<file path="src/rtl/fa_using_ha.sv">
// Registered WIDTH-bit ripple-carry adder built from half-adder cells.
// Define FA_OVERFLOW_EN to add a registered two's-complement overflow output.

module ha (
   input  logic x,
   input  logic y,
   output logic s,
   output logic co
);
   assign s  = x ^ y;
   assign co = x & y;
endmodule

module fa_cell (
   input  logic a,
   input  logic b,
   input  logic cin,
   output logic s,
   output logic cout
);
   logic p, g1, g2;

   ha u_ha1 (.x(a), .y(b),   .s(p), .co(g1));
   ha u_ha2 (.x(p), .y(cin), .s(s), .co(g2));

   assign cout = g1 | g2;
endmodule

module fa_using_ha #(
   parameter int unsigned WIDTH = 1
) (
   input  logic             clk,
   input  logic             rst,
   input  logic             in_valid,
   input  logic [WIDTH-1:0] a,
   input  logic [WIDTH-1:0] b,
   input  logic             c,
   output logic             out_valid,
   output logic [WIDTH-1:0] sum,
   output logic             carry
`ifdef FA_OVERFLOW_EN
   ,
   output logic             overflow
`endif
);
   // cy[i] is the carry into bit i; cy[WIDTH] is the carry-out of the MSB cell.
   logic [WIDTH:0]   cy;
   logic [WIDTH-1:0] sum_d;
   logic             carry_d;

   assign cy[0] = c;

   for (genvar i = 0; i < WIDTH; i++) begin : g_cell
      fa_cell u_fa (
         .a    (a[i]),
         .b    (b[i]),
         .cin  (cy[i]),
         .s    (sum_d[i]),
         .cout (cy[i+1])
      );
   end

   assign carry_d = cy[WIDTH];

   logic [WIDTH-1:0] sum_q;
   logic             carry_q;
   logic             valid_q;

   always_ff @(posedge clk) begin
      if (rst) begin
         sum_q   <= '0;
         carry_q <= 1'b0;
         valid_q <= 1'b0;
      end else begin
         valid_q <= in_valid;
         if (in_valid) begin
            sum_q   <= sum_d;
            carry_q <= carry_d;
         end
      end
   end

   assign out_valid = valid_q;
   assign sum       = sum_q;
   assign carry     = carry_q;

`ifdef FA_OVERFLOW_EN
   // Signed overflow: carry into the sign bit differs from carry out of it.
   logic ovf_d, ovf_q;
   assign ovf_d = cy[WIDTH-1] ^ cy[WIDTH];

   always_ff @(posedge clk) begin
      if (rst)           ovf_q <= 1'b0;
      else if (in_valid) ovf_q <= ovf_d;
   end

   assign overflow = ovf_q;
`endif

endmodule

</file>
<file path="config.mk">
export PLATFORM = sky130hd
export DESIGN_NAME = fa_using_ha
export DESIGN_NICKNAME = d
export VERILOG_FILES = /design/src/rtl/fa_using_ha.sv
export SDC_FILE = /design/constraint.sdc
export NUM_CORES = 1
export LEC_CHECK = 0
export CAP_MARGIN = 15
export CORE_AREA = 4 4 41 43
export CTS_BUF_LIST = sky130_fd_sc_hd__clkbuf_8
export CTS_CLUSTER_DIAMETER = 60
export DETAILED_ROUTE_END_ITERATION = 8
export DIE_AREA = 0 0 45 47
export GPL_ROUTABILITY_DRIVEN = 0
export HOLD_SLACK_MARGIN = 0.15
export SLEW_MARGIN = 10
export SYNTH_ARGS = -nofsm -noshare
export SYNTH_HDL_FRONTEND = slang
export SYNTH_SLANG_ARGS = --single-unit
export TNS_END_PERCENT = 50
</file>
<file path="constraint.sdc">
create_clock -name clk -period 2.9 [get_ports clk]
set_clock_uncertainty 0.2 [all_clocks]
set_input_delay 0.87 -clock clk [delete_from_list [all_inputs] [get_ports clk]]
set_output_delay 0.87 -clock clk [all_outputs]
set_load 0.01 [all_outputs]
</file>
# [Word-level counts from Yosys, hierarchy flattened]
# Cells that the tools add are included.
[classes] add_sub_neg=0 n_mul=0 div=0 magnitude_cmp=0 n_eq_ne=0 shift=0 mux=0 bitwise=5 reduce_logical=0
[ops] op="$and A1 B1 Y1" count=2
[ops] op="$xor A1 B1 Y1" count=2
[ops] op="$or A1 B1 Y1" count=1
[totals] register_bits=3 latchBits=0 ramBits=0 mem_bits_ro=0 input_bits=6 word_cells=8 n_memories=0

# [Longest topological paths before layout]
# Gate-level depths: netlist of the first run.
[logic_depth] word_depth=3 ltp_mapped=3

# [Cells and area by module]
# From an unflattened synthesis of the first run, not the netlist that was laid out.
[hier_totals] hier_cells=11 hier_area_um2=125.1
[modules_own_cells] module="fa_using_ha" n_inst=1 cells_per_inst=8 area_per_inst_um2=93.8 seq_area_each_um2=60.1
[modules_own_cells] module="ha" n_inst=2 cells_per_inst=1 area_per_inst_um2=12.5 seq_area_each_um2=0.0
[modules_own_cells] module="fa_cell" n_inst=1 cells_per_inst=1 area_per_inst_um2=6.3 seq_area_each_um2=0.0

# [Worst setup path after synthesis of the first run]
# No wires, ideal clock.
[synth_path] path_kind="input to register" startpoint="input a" endpoint="register sum_q (netlist: sum)" setup_ps=114 arrival_ps=1491 required_ps=2586 setup_slack_ps=1095 stages=3 path_cell_list="fa_1 -> mux2i_1 -> nor2_1"
[synth_via] elab_chain_len=2
[synth_lines] element="start, declared" line_no="35" text="input logic [WIDTH-1:0] a,"
[synth_lines] element="$xor A1 B1 Y1 (2 in a row)" line_no="10" text="assign s = x ^ y;"
[synth_lines] element="end signal, assigned" line_no="77" text="sum_q <= sum_d;"
[synth_lines] element="end, declared" line_no="65" text="logic [WIDTH-1:0] sum_q;"
# Every way passes these cells.
# A chain may end at the register's enable or synchronous reset.

# [Worst setup path after layout of the first run]
[layout_path] startpoint="register carry_q (netlist: carry)" endpoint="output carry"
[layout_lines] element="start, declared" line_no="66" text="logic carry_q;"
[layout_lines] element="start signal, assigned" line_no="78" text="carry_q <= carry_d;"
[layout_lines] element="end, declared" line_no="40" text="output logic carry"
# No word-level cell between the ends.

==> results.tsv, run 1 <==
metric	value	unit
fin_nets	29	
fp.dieW	45	µm
critPathRequiredTime	1.83	ns
crit_end	carry	
power_density	729	mW/mm²
min_period	2.16	ns
synthToLayoutAreaGrowth	126	%
clk_pin_slew	0.03	ns
cp_max_fo	2	
antenna_found_initial	0	
slew_headroom	91.3	%
fmax	0.462	GHz
fillers	153	
crit_path_max_incr_delay	0.55	ns
fp.dieH	47	µm
grt_pass1_vias	115	
outcome	complete, no violations	
initial_utilization	8.75	%
synth_xor_area_share	0	%
cp.arrival	1.09	ns
cts-root-buf	clkbuf_8	
cts-hold-fix-buffers	0	
cts.sinks	3	
ir_worst_vdd	223	µV
rsz0062_at_grt	false	
netlist_area	114	µm²
rr_worst_depth	2	
synth_compound_area_share	0	%
die-area	0.00212	mm²
tns	0	ns
globalRouteTotalUtil	4.66	%
post_cts_buffers	0	
cts_buffer_depth	2	
clock_latency	0.22	ns
setup.worst_path.end_class	output port	
finalSetupViolCount	0	
diodes	0	
cp-startpoint	carry	
vias	101	
viasPerCell	2.81	
drv_slew	0	
crit_cells	1	
startpoint_type	flop	
grt_pass1_wl	558	µm
wire_per_inst	9.39	µm
synthAdderAreaFrac	17.6	%
ioPinCount	9	
critPathBufInv	1	
drive_gt1_share	14.3	%
path_cells	clkdlybuf4s50_1	
syn_inst	9	
tightest_slew	0.127	ns
multi_input_area	53.8	µm²
cts_buffers	3	
finalCritPeriodShare	74.6	%
cts_max_level	1	
portBuffers	8	
synth_nets	16	
cts-resized-gates	0	
rows	13	
slowest_stage	clkdlybuf4s50_1	
cts_tree	built	
remaining_drc_errors	0	
worst_r2r_startpoint	carry	
ys_warn_count	0	
cap_violations	0	
final_antenna_net_count	0	
cp_top_family	buffers and inverters	
seq_area	60.1	µm²
finalHoldViolations	0	
drtPass1Iterations	1	
grt_max_degree	4	
synth_cell_type_count	5	
fp.coreArea	0.00130	mm²
min_path_type	flop to flop	
worstSetupPathType	flop to output port	
drt_iter0_drc	0	
syn_area_per_cell	12.7	µm²
synth_top_family_by_area	adder cells	
fin_cells	36	
reg2reg_slack	2.11	ns
yosysSeqAreaShare	52.7	%
leakagePower	0.107	nW
grt_overflow	0	
final_common_cell	clkdlybuf4s50_1	
synth-simple-area-share	12.1	%
dp_cells	32	
final_cell_mix	8 x clkdlybuf4s50_1, 3 x dfxtp_1, 3 x clkbuf_8	
synth.area.mux_share	17.6	%
timing.rr.end	carry	
synth_seq_cells	3	
routed_wl	338	µm
==> registers in the layout, indices dropped and copies added (netlist names) <==
signal     cells
sum            1
carry          1
out_valid      1
==> where the power goes <==
group,leakage [nW],switching (mW),internal (mW),total [mW]
sequential,0.0249,0.00144,0.0446,0.0460
clock,0.0269,0.0297,0.0903,0.120
combinational,0.0553,0.00744,0.0144,0.0218
==> cell usage after synthesis <==
| cell | number | area [µm²] |
|---|---|---|
| dfxtp_1 | 3 | 60.1 |
| fa_1 | 1 | 20.0 |
| mux2i_1 | 2 | 20.0 |
| nor2_1 | 2 | 7.51 |
| nor2b_1 | 1 | 6.26 |
==> cell type report <==
class                   count  area share [%]
clock buffers               3            16.0
clock inverters             1            1.46
multi-input cells           6            20.9
flip-flops and latches      3            23.3
well taps                  15            7.28
repair buffers              8            31.1
==> layer usage <==
layer,global-route usage [%],routed length (µm),vias to the layer above
met4,5.26,0,0
met2,3.39,92,11
li1,-,-,52
met1,5.47,177,38
met5,0,0,-
met3,5.36,68,0
==> cell families (layout without fill, tap and decap cells) <==
logic type | Yosys count | after routing
flip-flops | 3 | 3
multiplexers | 2 | 2
adder cells (fa/ha/maj) | 1 | 1
AND/OR/NAND/NOR | 3 | 3
buffers and inverters | 0 | 12
==> tightest hold or removal path: cells and delay by family, from the launching register on <==
kind	cells	cell delay (ns)
flops	1	0.33
simple gates	1	0.07
mux	1	0.07
==> per-stage QoR <==
step	setup WS [ns]	utilization (%)	hold slack [ns]	total power [mW]	instance area (µm²)
3_5_place_dp	0.603	16.3	0.287	0.0687	213
3_3_place_gp	0.613	16.3	0.284	0.0679	213
2_1_floorplan	1.09	-	0.328	0.0529	114
4_1_cts	0.731	19.8	0.309	0.191	258
5_1_grt	0.695	19.8	0.360	0.198	258
6_report	0.736	19.8	0.308	0.188	258
==> how the worst min path moves through the flow <==
| stage | slack [ns] | startpoint | cells after the start | endpoint |
|---|---|---|---|---|
| 6_report | 0.31 | carry | 2 | carry |
| 5_1_grt | 0.36 | carry | 2 | carry |
| 4_1_cts | 0.31 | carry | 2 | carry |
| 3_5_place_dp | 0.29 | sum | 2 | sum |
| 3_3_place_gp | 0.28 | sum | 2 | sum |
| 2_1_floorplan | 0.33 | carry | 2 | carry |
Note: power is estimated with default switching activity, not from simulation.
==> inputs of run 2 (changes only) <==
==> constraint.sdc (replaced) <==
create_clock -name clk -period 2 [get_ports clk]
set_clock_uncertainty 0.2 [all_clocks]
set_input_delay 0.6 -clock clk [delete_from_list [all_inputs] [get_ports clk]]
set_output_delay 0.6 -clock clk [all_outputs]
set_load 0.01 [all_outputs]
==> run 2 against run 1 <==
Against the previous run:
- sequential share of layout area unchanged
- highest routed layer unchanged
- final cell count unchanged
- power up 43%
- non-clock buffer count unchanged
- cell area unchanged
- sequential power up 45%
- largest cell class unchanged
- flip-flop and latch count unchanged
- clock-buffer cell count unchanged
- wire length down 5.0%
==> results.tsv, run 2 (synthesized netlist as in run 1, its figures left out) <==
metric	value	unit
outcome	complete, no violations	
clock_latency	0.21	ns
grt_overflow	0	
fp.dieW	45	µm
fin_area	258	µm²
multi_input_area	53.8	µm²
startpoint_type	flop	
critPathRequiredTime	1.20	ns
initial_utilization	8.75	%
setup.worst_path.end_class	output port	
finalCritPeriodShare	94.5	%
power_density	1040	mW/mm²
rows	13	
path_cells	clkdlybuf4s50_1	
ioPinCount	9	
critPathBufInv	1	
crit_path_max_incr_delay	0.55	ns
tightest_slew	0.157	ns
finalSetupViolCount	0	
dp_hpwl	242	µm
antenna_found_initial	0	
slew_headroom	89.5	%
grt_max_degree	4	
final_common_cell	clkdlybuf4s50_1	
cts_max_level	1	
synthToLayoutAreaGrowth	126	%
cts-root-buf	clkbuf_8	
min_period	1.89	ns
cp.arrival	1.09	ns
diodes	0	
final_antenna_net_count	0	
cts_buffers	3	
rsz0062_at_grt	false	
ir_worst_vdd	309	µV
placed_area	213	µm²
cts_buffer_depth	2	
cts-hold-fix-buffers	0	
post_cts_buffers	0	
grt_pass1_wl	579	µm
worstSetupPathType	flop to output port	
cts-resized-gates	0	
final_cell_mix	8 x clkdlybuf4s50_1, 3 x dfxtp_1, 3 x clkbuf_8	
vias	106	
cap_violations	0	
final_util	19.8	%
fmax	0.529	GHz
seq_area	60.1	µm²
clk_pin_slew	0.03	ns
fin_cells	36	
slowest_stage	clkdlybuf4s50_1	
cts_tree	built	
fp.coreArea	0.00130	mm²
cp_top_family	buffers and inverters	
fin_nets	29	
portBuffers	8	
drtPass1Iterations	2	
finalHoldViolations	0	
fp.dieH	47	µm
dp_cells	32	
cp_max_fo	2	
remaining_drc_errors	0	
drive_gt1_share	14.3	%
min_path_type	flop to flop	
drv_slew	0	
leakagePower	0.107	nW
drt_iter0_drc	2	
fillers	142	
hold_ws	0.305	ns
globalRouteTotalUtil	4.51	%
die-area	0.00212	mm²
cts.sinks	3	
viasPerCell	2.94	
routed_wl	321	µm
grt_pass1_vias	120	
wire_per_inst	8.92	µm
==> run 2: report_power, final <==
group	leakage (nW)	switching (mW)	internal, mW
registers	0.0249	0.00214	0.0647
logic	0.0553	0.0103	0.0204
clock network	0.0269	0.0406	0.131
==> run 2: final timing paths <==
kind	endpoint	slack (ns)	startpoint	cells past startpoint
hold reg to reg	sum	0.31	sum	2
setup / recovery	carry	0.11	carry	1
setup reg to reg	carry	1.22	carry	2
hold / removal	sum	0.31	sum	2
==> run 2: worst min-delay path, stage by stage (launching register included) <==
cell     delay [ns]
dfxtp_1        0.32
mux2i_1        0.07
nor2_1         0.07
==> run 2: stage by stage <==
step	setup slack [ns]	power (mW)	TNS (ns)
2_1_floorplan	0.465	0.0767	0
3_5_place_dp	-0.0234	0.0986	-0.0234
3_3_place_gp	-0.0164	0.0984	-0.0164
6_report	0.109	0.269	0
5_1_grt	0.0657	0.287	0
4_1_cts	0.103	0.275	0
==> run 2: routing by layer <==
metal | up-vias | track usage (%) | share of wire, %
met1 | 42 | 4.78 | 51
li1 | 52 | - | -
met3 | 0 | 6.51 | 24
met2 | 12 | 4.52 | 24
met4 | 0 | 1.75 | 0
met5 | - | 0 | 0
==> run 2: area by class of cell <==
type	instances	share of cell area, %
clock buffer	3	16.0
sequential	3	23.3
clock inverter	1	1.46
timing repair buffer	8	31.1
tap	15	7.28
multi-input combinational	6	20.9
==> inputs of run 3 (changes only) <==
--- a/config.mk
+++ b/config.mk
@@ -7,7 +7,7 @@
 export LEC_CHECK = 0
 export CAP_MARGIN = 15
 export CORE_AREA = 4 4 41 43
-export CTS_BUF_LIST = sky130_fd_sc_hd__clkbuf_8
+export CTS_BUF_LIST = sky130_fd_sc_hd__clkbuf_16
 export CTS_CLUSTER_DIAMETER = 60
 export DETAILED_ROUTE_END_ITERATION = 8
 export DIE_AREA = 0 0 45 47
==> run 3 against run 2 <==
Against the previous run:
- non-clock buffer count is the same
- worst setup slack about the same
- flip-flop and latch count did not move
- clock power increased by 81%
- power up 52%
- clock-buffer cell count unchanged
- die area is the same
- worst hold slack got worse by 0.0046 ns
- highest routed layer unchanged
- critical endpoint unchanged
==> results.tsv, run 3 (synthesized netlist as in run 1, its figures left out) <==
metric	value	unit
fp.dieW	45	µm
finalHoldViolations	0	
globalRouteTotalUtil	5.06	%
drt_iter0_drc	4	
rows	13	
cts_buffers	3	
hold_ws	0.301	ns
setup.worst_path.end_class	output port	
dp_hpwl	242	µm
wl_met2	98	µm
finalSetupViolCount	0	
final_cell_mix	8 x clkdlybuf4s50_1, 3 x dfxtp_1, 3 x clkbuf_16	
cp_top_family	buffers and inverters	
final_antenna_net_count	0	
cts_tree	built	
fin_nets	29	
initial_utilization	8.75	%
routed_wl	335	µm
slowest_stage	clkdlybuf4s50_1	
topRoutingLayerUsed	met3	
cp_max_fo	2	
cts_max_level	1	
critPathBufInv	1	
cp.arrival	1.09	ns
min_period	1.89	ns
m1WireLength	161	µm
power_density	1400	mW/mm²
cts-hold-fix-buffers	0	
fmax	0.529	GHz
min_path_type	flop to flop	
wire_per_inst	9.31	µm
fp.coreArea	0.00130	mm²
synthToLayoutAreaGrowth	156	%
leakagePower	0.122	nW
tightest_slew	0.162	ns
crit_path_max_incr_delay	0.54	ns
grt_pass1_vias	127	
ir_worst_vdd	377	µV
die-area	0.00212	mm²
finalCritPeriodShare	94.5	%
worstSetupPathType	flop to output port	
drv_slew	0	
grt_max_degree	4	
tns	0	ns
fp.dieH	47	µm
diodes	0	
reg2reg_slack	1.21	ns
drtPass1Iterations	2	
path_cells	clkdlybuf4s50_1	
clk_pin_slew	0.03	ns
final_util	22.4	%
clock_latency	0.22	ns
cts.sinks	3	
cts-resized-gates	0	
grt_overflow	0	
critPathRequiredTime	1.20	ns
portBuffers	8	
cap_violations	0	
remaining_drc_errors	0	
met3_length	74	µm
power	408	µW
post_cts_buffers	0	
cts_buffer_depth	2	
grt_pass1_wl	641	µm
drive_gt1_share	14.3	%
rsz0062_at_grt	false	
worst_slack	0.109	ns
vias	108	
dp_slack	-0.0234	ns
slew_headroom	89.2	%
outcome	complete, no violations	
cts-root-buf	clkbuf_16	
ioPinCount	9	
viasPerCell	3.00	
antenna_found_initial	0	
startpoint_type	flop	
final_common_cell	clkdlybuf4s50_1	
## run 3: cell counts in the layout (fill, tap and decap cells not counted)
Identical to the previous run, type by type.
## run 3: layer usage
metal  track usage (%)  up-vias
met3              6.51        0
li1                  -       52
met4              3.51        0
met2              5.37       11
met5                 0        -
met1              5.02       45
## run 3: cell type report
| cell class | instances | area, µm² |
|---|---|---|
| clock buffer | 3 | 75.1 |
| multi-input combinational | 6 | 53.8 |
| timing repair buffer | 8 | 80.1 |
| fill | 141 | 1010 |
| tap | 15 | 18.8 |
| sequential | 3 | 60.1 |
| clock inverter | 1 | 3.75 |
## run 3: where the power goes
group          leakage, nW  internal (mW)  total [mW]  switching [mW]
registers           0.0249         0.0647      0.0669         0.00215
logic               0.0553         0.0204      0.0307          0.0103
clock network       0.0423          0.258       0.310          0.0527
## run 3: per-stage QoR
step	instance area (µm²)	cells
global route	292	36
finish	292	36
CTS	292	36
global placement	213	32
detailed placement	213	32
floorplan	114	9
## run 3: path summary, 6_finish.rpt
check	start	end	cells past startpoint
worst max register to register	sum	sum	2
worst min-delay path	carry	carry	2
worst max-delay path	carry	carry	1
worst min register to register	carry	carry	2
